File: config.mk
export PLATFORM = sky130hd
export DESIGN_NAME = control_sequencer
export DESIGN_NICKNAME = d
export VERILOG_FILES = /design/src/rtl/control_sequencer.sv
export SDC_FILE = /design/constraint.sdc
export NUM_CORES = 1
export LEC_CHECK = 0
export CAP_MARGIN = 20
export CORE_ASPECT_RATIO = 0.75
export CORE_MARGIN = 4
export CORE_UTILIZATION = 42
export DETAILED_ROUTE_END_ITERATION = 12
export PLACE_DENSITY = 0.83
export SLEW_MARGIN = 30
export SYNTH_ARGS = -nofsm -noshare
export SYNTH_HDL_FRONTEND = slang
export SYNTH_SLANG_ARGS = --single-unit
File: constraint.sdc
create_clock -name clk -period 2.4 [get_ports clk]
set_clock_uncertainty 0.1 [all_clocks]
set_input_delay 0.36 -clock clk [delete_from_list [all_inputs] [get_ports clk]]
set_output_delay 0.36 -clock clk [all_outputs]
set_load 0.03 [all_outputs]
File: src/rtl/control_sequencer.sv
// Two-phase fetch/execute sequencer for the nic8 datapath: owns the PC and
// drives the Control bundle from the latched IR and the carry flag.
module control_sequencer #(
  parameter logic [7:0] RESET_PC = 8'h00
) (
  input  logic        clk,
  input  logic        resetB,
  input  logic [7:0]  ir,
  input  logic        flagCarry,
  input  logic [7:0]  dbus,
  output logic [14:0] controlBits,
  output logic [7:0]  pc,
  output logic [1:0]  phase,
  output logic        halted
);

  localparam int unsigned PC_W   = 8;
  localparam int unsigned CTRL_W = 15;

  localparam logic [1:0] FETCH = 2'd0;
  localparam logic [1:0] EXEC  = 2'd1;
  localparam logic [1:0] HALT  = 2'd2;

  localparam logic [2:0] DEST_A    = 3'd0;
  localparam logic [2:0] DEST_B    = 3'd1;
  localparam logic [2:0] DEST_X    = 3'd2;
  localparam logic [2:0] DEST_OUT  = 3'd3;
  localparam logic [2:0] DEST_MEM  = 3'd4;
  localparam logic [2:0] DEST_PC   = 3'd5;
  localparam logic [2:0] DEST_NOP  = 3'd6;
  localparam logic [2:0] DEST_HALT = 3'd7;

  localparam logic [1:0] SRC_M = 2'd0;
  localparam logic [1:0] SRC_E = 2'd1;
  localparam logic [1:0] SRC_A = 2'd2;
  localparam logic [1:0] SRC_X = 2'd3;

  typedef struct packed {
    logic loadIR;
    logic loadPC;
    logic loadA;
    logic loadB;
    logic loadX;
    logic doOut;
    logic storeMem;
    logic assertM;
    logic assertE;
    logic assertA;
    logic assertX;
    logic immediate;
    logic jumpControl;
    logic doSubtract;
    logic doJump;
  } control_t;

  logic [1:0]      state;
  logic [1:0]      stateNext;
  logic [PC_W-1:0] pcNext;
  control_t        ctrl;

  logic [2:0] dest;
  logic [1:0] src;
  logic       immBit;
  logic       subBit;
  logic       jcBit;
  logic       isNop;
  logic       jumpTaken;

  assign dest   = ir[7:5];
  assign src    = ir[4:3];
  assign immBit = ir[2];
  assign subBit = ir[1];
  assign jcBit  = ir[0];

  // Mem <= M has no meaningful bus transfer, so it collapses into a NOP.
  assign isNop     = (dest == DEST_NOP) || ((dest == DEST_MEM) && (src == SRC_M));
  assign jumpTaken = (dest == DEST_PC) && (!jcBit || flagCarry);

  // State, PC and halt flag registers.
  always_ff @(posedge clk or negedge resetB) begin
    if (!resetB) begin
      state  <= FETCH;
      pc     <= RESET_PC;
      halted <= 1'b0;
    end else begin
      state  <= stateNext;
      pc     <= pcNext;
      halted <= (stateNext == HALT);
    end
  end

  // Next-state, next-PC and control decode.
  always_comb begin
    stateNext = state;
    pcNext    = pc;
    ctrl      = '0;
    case (state)
      FETCH: begin
        ctrl.loadIR    = 1'b1;
        ctrl.assertM   = 1'b1;
        ctrl.immediate = 1'b1;
        pcNext         = pc + PC_W'(1);
        stateNext      = EXEC;
      end
      EXEC: begin
        stateNext = FETCH;
        if (dest == DEST_HALT) begin
          stateNext = HALT;
        end else if (isNop) begin
          if (immBit) pcNext = pc + PC_W'(1);
        end else begin
          case (src)
            SRC_M:   ctrl.assertM = 1'b1;
            SRC_E:   ctrl.assertE = 1'b1;
            SRC_A:   ctrl.assertA = 1'b1;
            SRC_X:   ctrl.assertX = 1'b1;
            default: ctrl.assertM = 1'b1;
          endcase
          ctrl.immediate   = immBit;
          ctrl.jumpControl = jcBit;
          ctrl.doSubtract  = subBit;
          case (dest)
            DEST_A:   ctrl.loadA    = 1'b1;
            DEST_B:   ctrl.loadB    = 1'b1;
            DEST_X:   ctrl.loadX    = 1'b1;
            DEST_OUT: ctrl.doOut    = 1'b1;
            DEST_MEM: ctrl.storeMem = 1'b1;
            DEST_PC: begin
              ctrl.doJump = jumpTaken;
              ctrl.loadPC = jumpTaken;
              // A not-taken jump only keeps the operand-addressing bits.
              if (!jumpTaken) ctrl.doSubtract = 1'b0;
            end
            default: ;
          endcase
          if (jumpTaken)   pcNext = dbus;
          else if (immBit) pcNext = pc + PC_W'(1);
        end
      end
      HALT:    stateNext = HALT;
      default: stateNext = FETCH;
    endcase
  end

  assign phase       = state;
  assign controlBits = resetB ? CTRL_W'(ctrl) : '0;

endmodule

==> metrics <==
status=finished, final reports clean; largest family of logic cells by synthesized area=simple AND/OR/NAND/NOR gates; Core Box Area=0.002308 sq mm; Achievable Freq=434.8 MHz; height of the die=50.83 microns; worst skew pair latency=280 ps; Worst setup EP type=output pin; setup TNS=0 ps; first-pass GRT wire length=5257 microns; number of distinct library cells after synthesis=43; period utilization=95.84%; nets@finish=195; CP Max Fanout=4; Hold Crit Class=input port to asynchronous set/reset pin; Simple-Gate Fraction of Synth Area=33.86%; total wire length=3192 microns; Via-to-Cell Ratio=5.740; Starting Density=44.50%; synthesized instance count=127; Post-DP HPWL=2510 microns; Synth Area in Compound Gates=28.50%; Syn-to-layout area delta=44.46%; FFs w/ async S/R, synth=100.0%; Setup Buffers After CTS=0; CTS Sinks=11; CP Class=input port to output pin; Min Clock Period, post-route=2300 ps; Die ar.=0.003309 sq mm; Final Max Slew Viols=0; clk slew on worst S/H paths=70 ps; Ys Warns=0; Routed Antenna Nets=0; synthesized area=0.001027 sq mm; Slew Limit Headroom=72.25%; CTS tree=built; EDFF count, synth=0; ANT cells=0; # hold bufs at CTS=0; Starting DRT DRC Count=110; switching pwr=108.2 uW; largest net degree at the start of global routing=15; CP Data Required Time=1940 ps; Tot GR Track Use=20.53%; # Max-Cap Violations=0; critical path startpoint category=input port; vias in the first global route=1,144; initial antenna violation count=0; htree depth=1; Post-synth top flop=dfrtp_1; # setup viols final=0; gpl congestion=0.8481; worst slew pin tran=405.7 ps; Worst IR Drop VDD=0.0002344 V; post-synthesis sequential area ratio=26.80%; DR pass1 iterations=6; Mapped Nets=147; routed len/inst=15.35 microns; total CTS buffers=3; synth top area cells=dfrtp_1 27%, a21oi_1 4.4%, o21ai_0 4.4%; clock root buffer master=clkbuf_4; Logic pwr share=21.2%; count of final hold-check violations=0; CP arrival=1840 ps; PD cells=271.7 mW/mm^2; clock power share=31.9%; Internal=295.0 uW; switching share of power=26.82%; ratio of cells with drive above 1 in the final layout=18.39%; # IOs=45; vias=1,194; Die Width=65.11 microns; Synth top area share=26.80%; CP Launch Point=resetB; leak pwr=0.0005959 uW; pre-CTS setup slack=53.67 ps; #FFs+latches synth=11; row cnt=15; # resized after CTS=0; r2r startpoint=phase[0]$_DFF_PN0_; drt drc=0; post-synthesis adder-cell area fraction=1.218%; PortBufs=44; RSZ-0062 raised after global routing=no; post-synthesis xor/xnor area fraction=0%; cell taking the most area after synthesis=dfrtp_1; CTS max path bufs=2; sequential share of power=46.9%; setup slack after layout=99.85 ps; Syn Area/Cell=8.088 sq um; total congestion overflow=0; mux cell area share after synthesis=0.9744%
==> synth_stat cells, types with 2 or more instances <==
cell type / instances
nand2_1: 10
or4_1: 3
and2b_1: 2
buf_6: 4
dfrtp_1: 11
o21ai_1: 3
nor3b_1: 3
nand2b_1: 4
nand4_1: 2
a21oi_1: 9
nor2_1: 12
nor3_1: 8
nand3_1: 5
a221o_1: 3
a211oi_1: 4
buf_2: 2
inv_1: 7
o21ai_0: 9
and2_1: 2
==> area by class of cell <==
cell class | instances | area, sq um
flip-flops and latches | 11 | 275.3
repair buffers | 50 | 447.9
clock buffers | 4 | 26.28
multi-input cells | 102 | 665.6
well taps | 34 | 42.54
fillers | 204 | 824.5
inverters | 7 | 26.28
==> through the flow <==
| stage | hold WS, ps | power, uW | std cells | cell area, sq um | util [%] |
|---|---|---|---|---|---|
| floorplan | -35.59 | 228.7 | 127 | 1027 | - |
| global placement | 450.9 | 274.2 | 204 | 1455 | 63.04 |
| detailed placement | 468.2 | 276.9 | 204 | 1455 | 63.04 |
| CTS | 348.3 | 406.0 | 208 | 1481 | 64.17 |
| global route | 352.8 | 425.3 | 208 | 1484 | 64.28 |
| finish | 347.2 | 403.2 | 208 | 1484 | 64.28 |
==> layout by cell type (no fill, tap or decap), types with 2 or more instances in the layout <==
| cell | count |
|---|---|
| buf_4 | 21 |
| nand3_1 | 5 |
| nor2_1 | 12 |
| nand4_1 | 2 |
| clkbuf_4 | 3 |
| inv_1 | 7 |
| nand2b_1 | 4 |
| o21ai_0 | 9 |
| or4_1 | 3 |
| a21oi_1 | 9 |
| nand2_1 | 10 |
| and2b_1 | 2 |
| nor3b_1 | 3 |
| a211oi_1 | 4 |
| and2_1 | 2 |
| a221o_1 | 3 |
| dfrtp_1 | 11 |
| nor3_1 | 8 |
| o21ai_1 | 3 |
| clkdlybuf4s50_1 | 29 |
==> registers in the layout, indices dropped and copies added, names as in the netlist <==
name,cells
halted,1
pc,8
phase,2
==> worst max-delay path, stage by stage <==
cell and delay [ps]:
clkdlybuf4s50_1 500, nor2b_2 170, nand2_1 80, or2_2 330, nor3b_1 200, buf_4 190
==> metal layers <==
metal	up-vias	part of all wire [%]	GRT usage, %
met4	0	1.6	6.552
met5	-	0	0
li1	571	-	-
met3	8	8.2	5.495
met2	60	48	32.43
met1	555	42	27.33
==> final timing paths <==
path | slack (ps) | cells past startpoint | to
max in group asynchronous | 1690 | 2 | phase[1]$_DFF_PN0_
min in group clk | 480 | 1 | pc[1]$_DFFE_PN0P_
setup reg to reg | 530 | 4 | pc[7]$_DFFE_PN0P_
hold reg to reg | 480 | 1 | pc[1]$_DFFE_PN0P_
hold / removal | 350 | 2 | pc[7]$_DFFE_PN0P_
setup / recovery | 100 | 6 | controlBits[10]
==> logic make-up (layout without fill, tap and decap cells) <==
family,after synthesis,in the layout
adder cells (fa/ha/maj),1,1
AO/OA/AOI/OAI,39,39
flip-flops,11,11
AND/OR/NAND/NOR,61,61
buffers and inverters,14,61
multiplexers,1,1
==> power groups by stage <==
stage | Clock (uW) | Combinational (uW) | Sequential (uW)
after global placement | 0 | 81.9 | 192
after global routing | 144 | 92.4 | 189
after detailed placement | 0 | 84.3 | 193
after CTS | 132 | 84.8 | 189
final | 129 | 85.5 | 189
after floorplan | 0 | 33.5 | 195
Note: power is estimated with default switching activity, not from simulation.
